## src/rtl/cdb_pkg.sv

```systemverilog
// Shared constants for the common-data-bus arbiter slice: default widths,
// functional-unit index assignments and a small index-width helper.
package cdb_pkg;

    localparam int unsigned CDB_DATA_WIDTH = 32;
    localparam int unsigned CDB_TAG_WIDTH  = 7;
    localparam int unsigned CDB_NUM_FU     = 10;

    // Functional-unit positions on the fuValid/fuTag/fuData buses
    typedef enum logic [3:0] {
        FU_AND = 4'd0,
        FU_OR  = 4'd1,
        FU_XOR = 4'd2,
        FU_SLL = 4'd3,
        FU_SRL = 4'd4,
        FU_SRA = 4'd5,
        FU_MUL = 4'd6,
        FU_DIV = 4'd7,
        FU_SUB = 4'd8,
        FU_ADD = 4'd9,
        FU_NOP = 4'd15
    } fu_idx_e;

    // Bits needed to hold an index 0..n-1 (at least one bit)
    function automatic int unsigned idx_width(input int unsigned n);
        return (n > 1) ? $clog2(n) : 1;
    endfunction

endpackage

```

## src/rtl/cdb_arbiter_rr.sv

```systemverilog
// Rotating-priority arbiter: grants the first requester found when scanning
// from ptr upward, wrapping from N-1 back to 0.
module rr_arbiter
    import cdb_pkg::*;
#(
    parameter int unsigned N = CDB_NUM_FU,
    localparam int unsigned IW = idx_width(N)
) (
    input  logic [N-1:0]  req,
    input  logic [IW-1:0] ptr,
    output logic [N-1:0]  grant,
    output logic [IW-1:0] grantIdx,
    output logic          any
);

    int unsigned   cand;
    logic [IW-1:0] ci;

    // Scan candidates ptr, ptr+1, ... modulo N; first requester wins
    always_comb begin
        grant    = '0;
        grantIdx = '0;
        any      = 1'b0;
        cand     = 0;
        ci       = '0;
        for (int unsigned k = 0; k < N; k++) begin
            cand = 32'(ptr) + k;
            if (cand >= N) begin
                cand = cand - N;
            end
            ci = IW'(cand);
            if (!any && req[ci]) begin
                any       = 1'b1;
                grant[ci] = 1'b1;
                grantIdx  = ci;
            end
        end
    end

endmodule

```

## src/rtl/cdb_arbiter.sv

```systemverilog
// Common-data-bus arbiter: one result slot per functional unit, round-robin
// selection of one slot per cycle, registered broadcast of tag and data.
module cdb_arbiter
    import cdb_pkg::*;
#(
    parameter int unsigned DATA_WIDTH = CDB_DATA_WIDTH,
    parameter int unsigned TAG_WIDTH  = CDB_TAG_WIDTH,
    parameter int unsigned NUM_FU     = CDB_NUM_FU
) (
    input  logic                         clk,
    input  logic                         rst,
    input  logic                         flush,
    input  logic [NUM_FU-1:0]            fuValid,
    input  logic [NUM_FU*TAG_WIDTH-1:0]  fuTag,
    input  logic [NUM_FU*DATA_WIDTH-1:0] fuData,
    output logic [NUM_FU-1:0]            fuReady,
    output logic                         dataAvailable,
    output logic [TAG_WIDTH-1:0]         destinationTag,
    output logic [DATA_WIDTH-1:0]        destinationData
);

    localparam int unsigned IW = idx_width(NUM_FU);

    logic [NUM_FU-1:0]     slotValid;
    logic [TAG_WIDTH-1:0]  slotTag  [NUM_FU];
    logic [DATA_WIDTH-1:0] slotData [NUM_FU];
    logic [NUM_FU-1:0]     arbReq;
    logic [NUM_FU-1:0]     grant;
    logic [IW-1:0]         grantIdx;
    logic                  grantAny;
    logic [IW-1:0]         rrPtr;

    // Flush suppresses all requests so no slot is granted in that cycle
    assign arbReq = flush ? '0 : slotValid;

    rr_arbiter #(
        .N (NUM_FU)
    ) u_rr (
        .req      (arbReq),
        .ptr      (rrPtr),
        .grant    (grant),
        .grantIdx (grantIdx),
        .any      (grantAny)
    );

    // A slot accepts when empty or being drained this cycle; flush blocks all
    always_comb begin
        fuReady = flush ? '0 : (~slotValid | grant);
    end

    // Slot occupancy: capture wins over drain so a same-cycle refill stays valid
    always_ff @(posedge clk or posedge rst) begin
        if (rst) begin
            slotValid <= '0;
        end else if (flush) begin
            slotValid <= '0;
        end else begin
            for (int unsigned i = 0; i < NUM_FU; i++) begin
                if (fuValid[i] && fuReady[i]) begin
                    slotValid[i] <= 1'b1;
                end else if (grant[i]) begin
                    slotValid[i] <= 1'b0;
                end
            end
        end
    end

    // Slot payload storage, meaningful only while the slot is valid
    always_ff @(posedge clk) begin
        for (int unsigned i = 0; i < NUM_FU; i++) begin
            if (fuValid[i] && fuReady[i]) begin
                slotTag[i]  <= fuTag[i*TAG_WIDTH +: TAG_WIDTH];
                slotData[i] <= fuData[i*DATA_WIDTH +: DATA_WIDTH];
            end
        end
    end

    // Broadcast register and round-robin pointer advance on each grant
    always_ff @(posedge clk or posedge rst) begin
        if (rst) begin
            dataAvailable   <= 1'b0;
            destinationTag  <= '0;
            destinationData <= '0;
            rrPtr           <= '0;
        end else begin
            dataAvailable <= grantAny;
            if (grantAny) begin
                destinationTag  <= slotTag[grantIdx];
                destinationData <= slotData[grantIdx];
                rrPtr           <= (grantIdx == IW'(NUM_FU - 1)) ? '0 : grantIdx + 1'b1;
            end
        end
    end

endmodule
```

## config.mk

```make
export PLATFORM = sky130hd
export DESIGN_NAME = cdb_arbiter
export DESIGN_NICKNAME = d
export VERILOG_FILES = /design/src/rtl/cdb_pkg.sv /design/src/rtl/cdb_arbiter_rr.sv /design/src/rtl/cdb_arbiter.sv
export SDC_FILE = /design/constraint.sdc
export NUM_CORES = 1
export LEC_CHECK = 0
export BUFFER_PORTS_ARGS = -buffer_cell sky130_fd_sc_hd__buf_2
export CAP_MARGIN = 20
export CORE_MARGIN = 2
export CORE_UTILIZATION = 50
export DETAILED_ROUTE_END_ITERATION = 10
export GPL_ROUTABILITY_DRIVEN = 0
export PLACE_DENSITY_LB_ADDON = 0.15
export SLEW_MARGIN = 40
export SYNTH_ARGS = -nofsm -noshare
export SYNTH_HDL_FRONTEND = slang
export SYNTH_HIERARCHICAL = 1
export SYNTH_SLANG_ARGS = --single-unit
export TNS_END_PERCENT = 20
```

## constraint.sdc

```tcl
create_clock -name clk -period 8.27 [get_ports clk]
set_input_delay 0.827 -clock clk [delete_from_list [all_inputs] [get_ports clk]]
set_output_delay 0.827 -clock clk [all_outputs]
set_load 0.01 [all_outputs]
```

==> Yosys cells after proc, flatten, opt, wreduce, memory -nomap -nowiden <==
Memory sizes are Yosys's and may differ from the RTL's. A register that Yosys moved wholly into a read port is not among the register bits.
Index checks and enable logic that the tools add are counted.
{ "word_totals": {"ff_bits": 15, "ram_bits": 390, "input_bits": 403, "output_inout_bits": 50, "elab_cells": 248, "n_memories": 2} }
{ "op_classes": {"addsub": 20, "n_lt_le_gt_ge": 30, "n_eq_ne": 1, "muxes": 124, "bitwise_logic": 11, "reduce_logical": 48} }
{ "mem_list": {"columns": ["memory", "depth", "width", "rd", "rd_ports_with_merged_regs", "wr", "line_no", "text"], "rows": [
  ["slotData", 10, 32, 1, 1, 10, "cdb_arbiter.sv:26", "logic [DATA_WIDTH-1:0] slotData [NUM_FU];"],
  ["slotTag", 10, 7, 1, 1, 10, "cdb_arbiter.sv:25", "logic [TAG_WIDTH-1:0] slotTag [NUM_FU];"]
]} }
{ "ops": {"columns": ["op", "count"], "rows": [
  ["$mux 10", 13],
  ["$or 10x10->10", 10],
  ["$mux 4", 21],
  ["$mux 1", 70],
  ["$lt 4x5->1 const B", 10],
  ["$ge 5x4->1 const B", 9],
  ["$bmux 1 s4", 10],
  ["$demux 1 s4", 10],
  ["$ge 4x1->1 const B", 10],
  ["$sub 4x4->4 const B", 10],
  ["$reduce_bool 3->1", 10],
  ["$logic_and 1x1->1", 29],
  ["$add 4x3->5 const B", 4],
  ["$add 4x2->5 const B", 2],
  ["$add 4x4->5 const B", 2],
  ["$not 10->10", 1],
  ["$logic_not 1->1", 9],
  ["$add 4x1->5 const B", 1],
  ["$add 4x1->4 const B", 1],
  ["$eq 4x4->1 const B", 1],
  ["$ge 4x4->1 const B", 1]
]} }

==> Longest topological paths before layout <==
Gate-level depths: netlist (run 1).
{ "depth": {"ltp_word": 37, "mapped_depth": 25, "mapped_depth_nobuf": 19} }

==> Hierarchy <==
The synthesis (run 1) kept the hierarchy.
{ "by_module_without_submodules": {"columns": ["mod", "n_inst", "cells_per_inst", "area_each_um2"], "rows": [
  ["cdb_arbiter", 1, 1011, 17279.1],
  ["rr_arbiter", 1, 487, 3597.2]
]} }

==> Worst setup path after synthesis (run 1) <==
No wires, ideal clock.
{ "synth_timing": {"kind": "reg2reg", "startpoint": "register rrPtr[0]", "endpoint": "memory slotData[0][0] (netlist name) (enable)", "arrival_ns": 5.260, "required_ns": 7.870, "path_slack_ns": 2.610, "stages_incl_launch_ff": 22, "cell_sequence": "dfrtp_1 -> buf_6 -> buf_2 -> inv_2 -> ha_1 -> buf_2 -> clkinv_1 -> ha_1 -> and3_1 -> a21o_1 -> and2_1 -> o311ai_4 -> and4_4 -> buf_6 -> nand4_2 -> buf_6 -> nor3_4 -> a211oi_2 -> a22oi_1 -> nor2b_1 -> nor2_1 -> and2_1"} }
{ "synth_rtl": {"columns": ["item", "line_no", "text"], "rows": [
  ["start, declared", "cdb_arbiter.sv:31", "logic [IW-1:0] rrPtr;"],
  ["start signal, assigned", "cdb_arbiter.sv:90", "rrPtr <= (grantIdx == IW'(NUM_FU - 1)) ? '0 : grantIdx + 1'b1;"],
  ["end, declared", "cdb_arbiter.sv:26", null]
]} }

==> Worst setup path in the final report (run 1) <==
{ "layout_timing": {"startpoint": "register rrPtr[1]", "endpoint": "output fuReady[5]"} }
{ "layout_via": {"elab_chain_cells": 34, "word_cells_on_any_way": 157, "cone_classes": "add/sub: 19; order compare: 30; mux: 70; bitwise: 10; reduce/logical: 28"} }
{ "layout_rtl": {"columns": ["item", "line_no", "text"], "rows": [
  ["branches (longest 31 deep; another with $add 4x1->5)", null, null],
  ["$mux 10 (*)", "cdb_arbiter_rr.sv:32", "if (!any && req[ci]) begin"],
  ["net grant[5]", "cdb_arbiter.sv:28", "logic [NUM_FU-1:0] grant;"],
  ["$or 10x10->10 (*)", "cdb_arbiter.sv:48", "fuReady = flush ? '0 : (~slotValid | grant);"],
  ["$mux 10 (*)", "cdb_arbiter.sv:48", null],
  ["end, declared", "cdb_arbiter.sv:16", "output logic [NUM_FU-1:0] fuReady,"]
]} }
Mark *: on every way through the listed nets, which the timed path passes. The select of a mux whose other input is x is not followed.

==> impl_summary.log, run 1 <==
[metrics] status: complete, no violations
[metrics] Core Box Area: 0.0410 mm^2
[metrics] CTS Root Buffer Type: clkbuf_16
[metrics] worst slew pin tran: 0.876 ns
[metrics] setup-violating endpoint count in the final report: 0
[metrics] pin count of the biggest net entering global routing: 55
[metrics] setup repair after global routing missed its margin: false
[metrics] final critical delay including setup and external delays: 6.66 ns
[metrics] Post-Syn Area: 0.0209 mm^2
[metrics] fraction of post-synthesis cell area in the top cell type by area: 56.1%
[metrics] Max-Cap Viols: 0
[metrics] Port-buffer cells: 452
[metrics] maximum clock frequency: 0.150 GHz
[metrics] cell with the most instances after synthesis: edfxtp_1
[metrics] top post-synthesis cells by area: edfxtp_1 56%, mux2i_1 11%, dfrtp_1 6.5%
[metrics] CP Launch Type: flop
[metrics] Bufs and invs on worst path: 3
[metrics] category of the worst setup path capture point: output pin
[metrics] Data arrival, critical path: 5.83 ns
[metrics] first-pass GRT wire length: 95200 um
[metrics] effective utilization at floorplan: 50.9%
[metrics] Die Ht: 208 um
[metrics] sequential cell area fraction in the yosys report: 62.6%
[metrics] Critical Path Max Stage Delay: 0.72 ns
[metrics] Synth Register Bits: 444
[metrics] die width: 208 um
[metrics] TritonRoute pass-1 iters: 6
[metrics] total DRC errors in the routed layout: 0
[metrics] logic depth of the worst register-to-register path: 17
[metrics] top cells by count, synth: 390 x edfxtp_1, 220 x mux2i_1, 82 x nand2_1
[metrics] DR vias/cell: 5.86
[metrics] clock insertion delay at the later pin of the skew report: 0.58 ns
[metrics] via count: 14946
[metrics] CTS max path bufs: 3
[metrics] area growth from synthesis to final layout: 21.0%
[metrics] number of buffers inserted by hold repair at cts: 0
[metrics] share of async-settable or async-resettable flops after synthesis: 12.2%
[metrics] Crit Path Category: reg -> out
[metrics] clock-pin slew reported for the worst setup and hold paths after clock tree synthesis: 0.06 ns
[metrics] Synthesis Warnings: 6
[metrics] antenna violation net count after detailed routing: 0
[metrics] Synth Net Count: 1923
[metrics] Avg WL per Cell: 25.7 um
[metrics] number of endpoints with negative hold slack in the final report: 0
[metrics] H-tree level count: 2
[metrics] family with the most delay on the worst path: simple AND/OR/NAND/NOR gates
[metrics] number of enable flip-flop cells after synthesis: 390
[metrics] post-route fraction of the period consumed by the critical path: 80.5%
[metrics] placed wire-length estimate: 47200 um
[metrics] GRT Overall Usage: 29.9%
[metrics] total of cells resized after clock tree synthesis: 0
[metrics] post-layout net count: 2379
[metrics] Die Area: 0.0434 mm^2
[metrics] number of buffers inserted by post-CTS setup repair: 0
[metrics] number of buffers added by the clock tree synthesis step: 46
[metrics] post-synthesis cell type count: 108
[metrics] total negative setup slack: 0 ns
[metrics] wire length reported by the detailed router: 65500 um
[metrics] CP cell instances: inv_2 -> ha_1 -> clkinv_1 -> ha_1 -> and3_1 -> a21o_1 -> and2_1 -> o311ai_4 -> and4_4 -> nand4_2 -> nor2_1 -> a311oi_1 -> mux2i_1 -> nor2b_1 -> nor2_1 -> buf_2
[metrics] Synth Instances: 1498
[metrics] main flop type after synthesis: edfxtp_1
[metrics] biggest fanout along the worst timing path: 26
[metrics] cell type of the slowest stage on the worst timing path: dfrtp_2
[metrics] classification of the worst-slack hold path: in -> async
[metrics] num rows: 74
[metrics] number of clock sinks: 444
[metrics] number of ports placed on the die boundary: 453
[metrics] max_slew headroom: 41.2%
[metrics] final-report max-slew violation count: 0
[metrics] number of violations reported at the end of detailed-routing iteration 0: 1457
[metrics] number of antenna violations at the first check in global routing: 31
[metrics] worst setup skew after layout: 0.0111 ns
[metrics] Levels on crit path: 16
[metrics] vias in the first global route: 14875
[metrics] mean instance size in the synthesized netlist: 13.9 um^2
[metrics] residual overflow from global routing: 0
[metrics] clock tree from TritonCTS: yes
[metrics] WP data required: 7.44 ns
[metrics] post-synth top area cell: edfxtp_1
[metrics] fraction of layout instances using a drive strength above 1: 33.7%
[cell usage in the layout, fill, tap and decap left out, types with 6 or more instances in the layout]
master and count:
o21ai_1 8, nand2_1 81, o221ai_1 26, a21o_1 8, clkinv_1 6, mux2_2 8
a22oi_1 34, buf_2 452, mux2i_1 218, inv_1 59, nor3_1 14, diode_2 25
nor4_1 9, o221ai_2 16, nor2_1 64, o21a_1 7, nand4_1 6, buf_12 6
a21oi_1 69, clkbuf_16 49, buf_4 27, nand2b_1 10, ha_1 21, a211o_1 7
and2_2 7, clkbuf_1 12, a211oi_1 9, nand3_1 59, o211ai_1 13, clkinv_2 12
a22oi_2 11, nor2b_1 30, o21ai_0 13, dfrtp_1 51, xnor2_1 14, edfxtp_1 390
[per-stage QoR]
| stage | utilization [%] | worst slack, ns | hold WS (ns) | area (um^2) | cells |
|---|---|---|---|---|---|
| detailed placement | 57.7 | 1.66 | 0.532 | 23700 | 2437 |
| CTS | 61.3 | 1.66 | 0.396 | 25200 | 2523 |
| finish | 61.6 | 1.61 | 0.377 | 25300 | 2549 |
| global route | 61.6 | 1.14 | 0.405 | 25300 | 2545 |
| global placement | 57.7 | 1.49 | 0.523 | 23600 | 2436 |
| floorplan | - | 2.61 | 0.513 | 20900 | 1498 |
[per-layer routing]
layer  wire length, um  track usage, %  vias up  part of all wire, %
met5                42               0        -                0.064
met3              5240            5.40      150                  8.0
met1             25700            38.7     7283                   39
met4              2370            13.0        6                  3.6
li1                  -               -     6708                    -
met2             32200            49.5      799                   49
[registers in the layout, summed over array words and instances, names as in the netlist]
name and cells:
slotData 320, slotValid 10, destinationData 32, rrPtr 4, destinationTag 7, slotTag 70, dataAvailable 1
[layout make-up]
class / instances / area [um^2]
fill: 3182 / 15800
multi-input combinational: 910 / 7120
antenna: 25 / 62.6
sequential: 444 / 13100
clock inverter: 22 / 168
clock buffer: 64 / 1310
timing repair buffer: 487 / 2620
tap: 532 / 666
inverter: 65 / 244
[tightest hold or removal path: cells and delay by family]
family                 cells  cell delay (ns)
buffers and inverters      3             0.58
[cell families (layout without fill, tap and decap cells)]
logic type	after synthesis	count (layout)	synth area share, %
muxes	231	231	11.2
buffers and inverters	144	638	3.66
AOI/OAI and AO/OA	293	293	11.4
DFF	444	444	62.6
and+or+nand+nor	344	344	8.89
xor gates and xnor gates	20	20	0.983
adders and majority gates	22	22	1.35
other	0	25	0
[path summary, 6_finish.rpt]
path                            slack, ns                     start                               to
worst max-delay path                 1.61      rrPtr[1]$_DFFE_PP0P_                       fuReady[5]
worst max register to register       1.78      rrPtr[1]$_DFFE_PP0P_        slotData[4][16]$_DFFE_PP_
max in group asynchronous            7.38                       rst         slotValid[8]$_DFFE_PP0P_
worst min-delay path                 0.38                       rst  destinationData[23]$_DFFE_PP0P_
worst min register to register       0.54  slotData[8][3]$_DFFE_PP_   destinationData[3]$_DFFE_PP0P_
min in group clk                     0.42                 fuData[5]         slotData[0][5]$_DFFE_PP_
Power of run 1 is not shown: default switching activity piles up to over one toggle a cycle in this logic, so the estimate is an artifact.
==> inputs of run 2 (changes only) <==
clock period = 6.6 ns   (was 8.27 ns; I/O delays follow)
==> impl_summary.log, run 2 (synthesis gave the netlist of run 1 again) <==
[metrics] CP Launch Type: flop
[metrics] die width: 208 um
[metrics] Placed Cells incl. Taps: 2444
[metrics] CTS max path bufs: 3
[metrics] final cell count without fillers: 2554
[metrics] Avg WL per Cell: 25.7 um
[metrics] area growth from synthesis to final layout: 21.9%
[metrics] final critical delay including setup and external delays: 6.18 ns
[metrics] biggest regs: slotData (320), slotTag (70), destinationData (32)
[metrics] setup repair after global routing missed its margin: false
[metrics] DR vias/cell: 5.87
[metrics] Max-Cap Viols: 0
[metrics] first-pass GRT wire length: 96100 um
[metrics] number of violations reported at the end of detailed-routing iteration 0: 1463
[metrics] maximum clock frequency: 0.162 GHz
[metrics] Crit Path Category: reg -> out
[metrics] Data arrival, critical path: 5.52 ns
[metrics] residual overflow from global routing: 0
[metrics] final cell utilization of the core: 62.1%
[metrics] via count: 14988
[metrics] commonest non-fill, non-tap cell in the layout: buf_2
[metrics] post-route fraction of the period consumed by the critical path: 93.6%
[metrics] effective utilization at floorplan: 50.9%
[metrics] clock insertion delay at the later pin of the skew report: 0.58 ns
[metrics] vias in the first global route: 15084
[metrics] GRT Overall Usage: 29.9%
[metrics] max reg flops: 320
[metrics] post-route cell area: 0.0255 mm^2
[metrics] total DRC errors in the routed layout: 0
[metrics] TritonRoute pass-1 iters: 5
[metrics] num rows: 74
[metrics] classification of the worst-slack hold path: in -> async
[metrics] final-report max-slew violation count: 0
[metrics] antenna violation net count after detailed routing: 0
[metrics] clock tree from TritonCTS: yes
[metrics] category of the worst setup path capture point: output pin
[metrics] total negative setup slack: 0 ns
[metrics] max_slew headroom: 44.0%
[metrics] most used cells in the layout excluding fill and tap cells: 452 x buf_2, 390 x edfxtp_1, 219 x mux2i_1
[metrics] number of clock sinks: 444
[metrics] worst slew pin tran: 0.817 ns
[metrics] Core Box Area: 0.0410 mm^2
[metrics] WP data required: 5.94 ns
[metrics] largest reg by FF count: slotData
[metrics] worst setup skew after layout: 0.0157 ns
[metrics] Die Ht: 208 um
[metrics] fraction of layout instances using a drive strength above 1: 34.0%
[metrics] biggest fanout along the worst timing path: 11
[metrics] setup-violating endpoint count in the final report: 0
[metrics] post-layout net count: 2384
[metrics] CTS Root Buffer Type: clkbuf_16
[metrics] Port-buffer cells: 452
[metrics] Die Area: 0.0434 mm^2
[metrics] status: complete, no violations
[metrics] number of ports placed on the die boundary: 453
[metrics] number of buffers added by the clock tree synthesis step: 45
[metrics] pin count of the biggest net entering global routing: 63
[metrics] Post-Place Cell Area: 0.0238 mm^2
[metrics] clock-pin slew reported for the worst setup and hold paths after clock tree synthesis: 0.07 ns
[metrics] H-tree level count: 2
[metrics] number of antenna violations at the first check in global routing: 36
[metrics] number of endpoints with negative hold slack in the final report: 0
[metrics] wire length reported by the detailed router: 65500 um
[metrics] logic depth of the worst register-to-register path: 18
[metrics] placed wire-length estimate: 47000 um
==> run 2: changes by cell type in the layout (fill, tap and decap cells not counted), sizes merged <==
cell and delta:
buf +6, diode +3, bufinv +5, clkinv +2
clkinvlp -1, clkbuf -10
==> run 2: critical path: stages, from the launching register on <==
cell      delay [ns]
dfrtp_1         0.54
inv_2           0.21
ha_1            0.38
xnor2_2         0.35
ha_1            0.36
o21ai_0         0.13
a211o_1         0.36
xnor2_1         0.62
nand4_1         0.21
o211a_1         0.21
nand4_2         0.29
nor2_2          0.13
a311oi_1        0.52
mux2i_1         0.17
nor2b_1         0.20
nor2_1          0.07
buf_2           0.18
==> run 2: layer usage <==
metal	GRT usage (%)	vias to the layer above	part of all wire (%)
met4	12.9	14	3.6
met2	48.7	785	49
met3	6.23	148	7.9
met5	0	-	0.14
li1	-	6727	-
met1	39.1	7314	40
==> run 2: final cells by class <==
| class | instances | area, um^2 |
|---|---|---|
| diodes | 28 | 70.1 |
| clock buffers | 54 | 1220 |
| clock inverters | 28 | 315 |
| fillers | 3195 | 15600 |
| inverters | 65 | 244 |
| multi-input cells | 910 | 7110 |
| flip-flops and latches | 444 | 13100 |
| well taps | 532 | 666 |
| repair buffers | 493 | 2760 |
==> run 2: path summary, 6_finish.rpt <==
kind / end / startpoint / slack, ns
worst min register to register: destinationData[2]$_DFFE_PP0P_ / slotData[8][2]$_DFFE_PP_ / 0.54
worst max-delay path: fuReady[5] / rrPtr[0]$_DFFE_PP0P_ / 0.42
min in group clk: slotData[7][5]$_DFFE_PP_ / fuData[229] / 0.25
worst max register to register: destinationTag[4]$_DFFE_PP0P_ / rrPtr[0]$_DFFE_PP0P_ / 0.52
max in group asynchronous: destinationData[1]$_DFFE_PP0P_ / rst / 5.86
worst min-delay path: destinationData[27]$_DFFE_PP0P_ / rst / 0.24
==> run 2: timing repair <==
item / 4_1_cts / 5_1_grt
hold buffers: 0 / 0
gates resized for setup: 0 / 3
setup endpoints to repair: 0 / 4
setup buffers: 0 / 0
==> run 2: per-stage QoR <==
step                hold slack, ns  setup slack (ns)
detailed placement           0.534             0.446
CTS                          0.229             0.346
global route                 0.237             0.132
finish                       0.236             0.424
floorplan                    0.513             0.940
global placement             0.527             0.735
Power of run 2 is left out for the same reason.
==> inputs of run 3 (changes only) <==
clock period = 7.55 ns   (was 6.6 ns; I/O delays follow)
==> impl_summary.log, run 3 (synthesis gave the netlist of run 1 again) <==
[metrics] status: complete, no violations
[metrics] final-layout worst hold slack: 0.296 ns
[metrics] Post-Place Cell Area: 0.0237 mm^2
[metrics] cell type of the slowest stage on the worst timing path: ha_1
[metrics] post-layout net count: 2379
[metrics] Data arrival, critical path: 5.94 ns
[metrics] M2 GR Usage: 49.4%
[metrics] GRT Overall Usage: 30.2%
[metrics] num rows: 74
[metrics] placed wire-length estimate: 47000 um
[metrics] clock insertion delay at the later pin of the skew report: 0.59 ns
[metrics] DR vias/cell: 5.87
[metrics] Die Ht: 208 um
[metrics] number of buffers added by the clock tree synthesis step: 46
[metrics] multi-input logic area: 0.00710 mm^2
[metrics] CP Launch Type: flop
[metrics] Die Area: 0.0434 mm^2
[metrics] area growth from synthesis to final layout: 21.4%
[metrics] CTS max path bufs: 3
[metrics] register area: 0.0131 mm^2
[metrics] number of clock sinks: 444
[metrics] maximum clock frequency: 0.149 GHz
[metrics] met1 demand-to-capacity share in global routing: 38.9%
[metrics] clock tree from TritonCTS: yes
[metrics] post-route fraction of the period consumed by the critical path: 88.6%
[metrics] WP data required: 6.80 ns
[metrics] Avg WL per Cell: 25.8 um
[metrics] number of antenna violations at the first check in global routing: 40
[metrics] pin count of the biggest net entering global routing: 74
[metrics] antenna violation net count after detailed routing: 0
[metrics] number of ports placed on the die boundary: 453
[metrics] biggest fanout along the worst timing path: 26
[metrics] number of endpoints with negative hold slack in the final report: 0
[metrics] # fillers: 3235
[metrics] wire length reported by the detailed router: 65900 um
[metrics] fraction of layout instances using a drive strength above 1: 33.6%
[metrics] category of the worst setup path capture point: output pin
[metrics] worst setup timing slack at the placement stage: 1.28 ns
[metrics] via count: 14977
[metrics] worst slew pin tran: 0.806 ns
[metrics] Max-Cap Viols: 0
[metrics] final-report max-slew violation count: 0
[metrics] layer carrying the most global-route usage: met2
[metrics] total DRC errors in the routed layout: 0
[metrics] setup repair after global routing missed its margin: false
[metrics] number of violations reported at the end of detailed-routing iteration 0: 1346
[metrics] max_slew headroom: 44.7%
[metrics] die width: 208 um
[metrics] most used cells in the layout excluding fill and tap cells: 452 x buf_2, 390 x edfxtp_1, 218 x mux2i_1
[metrics] total of cells resized after clock tree synthesis: 0
[metrics] Bufs and invs on worst path: 4
[metrics] M3 GR Usage: 6.84%
[metrics] worst setup skew after layout: 0.0226 ns
[metrics] vias in the first global route: 15384
[metrics] classification of the worst-slack hold path: in -> async
[metrics] largest reg by FF count: slotData
[metrics] family with the most delay on the worst path: simple AND/OR/NAND/NOR gates
[metrics] final critical delay including setup and external delays: 6.69 ns
[metrics] first-pass GRT wire length: 96800 um
[metrics] CTS Root Buffer Type: clkbuf_16
[metrics] Core Box Area: 0.0410 mm^2
[metrics] setup slack of the critical path after layout: 0.858 ns
[metrics] commonest non-fill, non-tap cell in the layout: buf_2
[metrics] H-tree level count: 2
[metrics] biggest regs: slotData (320), slotTag (70), destinationData (32)
[metrics] number of buffers inserted by hold repair at cts: 0
[metrics] max reg flops: 320
[metrics] Port-buffer cells: 452
[metrics] effective utilization at floorplan: 50.9%
[metrics] Crit Path Category: reg -> out
[metrics] clock-pin slew reported for the worst setup and hold paths after clock tree synthesis: 0.06 ns
[metrics] Critical Path Max Stage Delay: 0.64 ns
[metrics] TritonRoute pass-1 iters: 6
[metrics] CP cell instances: buf_4 -> inv_2 -> ha_1 -> clkinv_1 -> ha_1 -> and3_1 -> a21o_1 -> and2_1 -> o311ai_4 -> and4_4 -> nand4_2 -> nor2_1 -> a311oi_1 -> mux2i_1 -> nor2b_1 -> nor2_1 -> buf_2
[metrics] number of buffers inserted by post-CTS setup repair: 0
[metrics] post-route cell area: 0.0254 mm^2
[metrics] total negative setup slack: 0 ns
[metrics] setup-violating endpoint count in the final report: 0
[metrics] residual overflow from global routing: 0
## run 3: layout make-up
type | instances | share of cell area, %
timing repair buffer | 487 | 10.5
clock inverter | 28 | 1.26
tap | 532 | 2.63
multi-input combinational | 910 | 28.0
clock buffer | 56 | 4.85
antenna | 30 | 0.296
sequential | 444 | 51.5
inverter | 65 | 0.962
## run 3: path summary, 6_finish.rpt
kind	slack [ns]	from	end	depth (start not counted)
setup / recovery	0.86	rrPtr[1]$_DFFE_PP0P_	fuReady[4]	17
hold / removal	0.30	rst	destinationData[27]$_DFFE_PP0P_	3
setup reg to reg	1.10	rrPtr[1]$_DFFE_PP0P_	destinationData[31]$_DFFE_PP0P_	20
hold reg to reg	0.55	slotTag[8][2]$_DFFE_PP_	destinationTag[2]$_DFFE_PP0P_	2
max in group asynchronous	6.73	rst	slotValid[1]$_DFFE_PP0P_	3
min in group clk	0.34	fuData[115]	slotData[3][19]$_DFFE_PP_	1
## run 3: per-stage QoR
step | instances | util [%]
after floorplan | 1498 | -
after global placement | 2438 | 57.8
after detailed placement | 2438 | 57.8
after CTS | 2522 | 61.6
after global routing | 2547 | 61.8
final | 2552 | 61.8
## run 3: tightest hold or removal path: stages
cell and delay (ns):
buf_2 0.11, inv_2 0.04, buf_6 0.44
## run 3: per-layer routing
| layer | part of all wire (%) | vias up |
|---|---|---|
| li1 | - | 6746 |
| met1 | 39 | 7341 |
| met2 | 49 | 728 |
| met3 | 8.3 | 144 |
| met4 | 3.3 | 18 |
| met5 | 0.17 | - |
Power of run 3 is left out for the same reason.
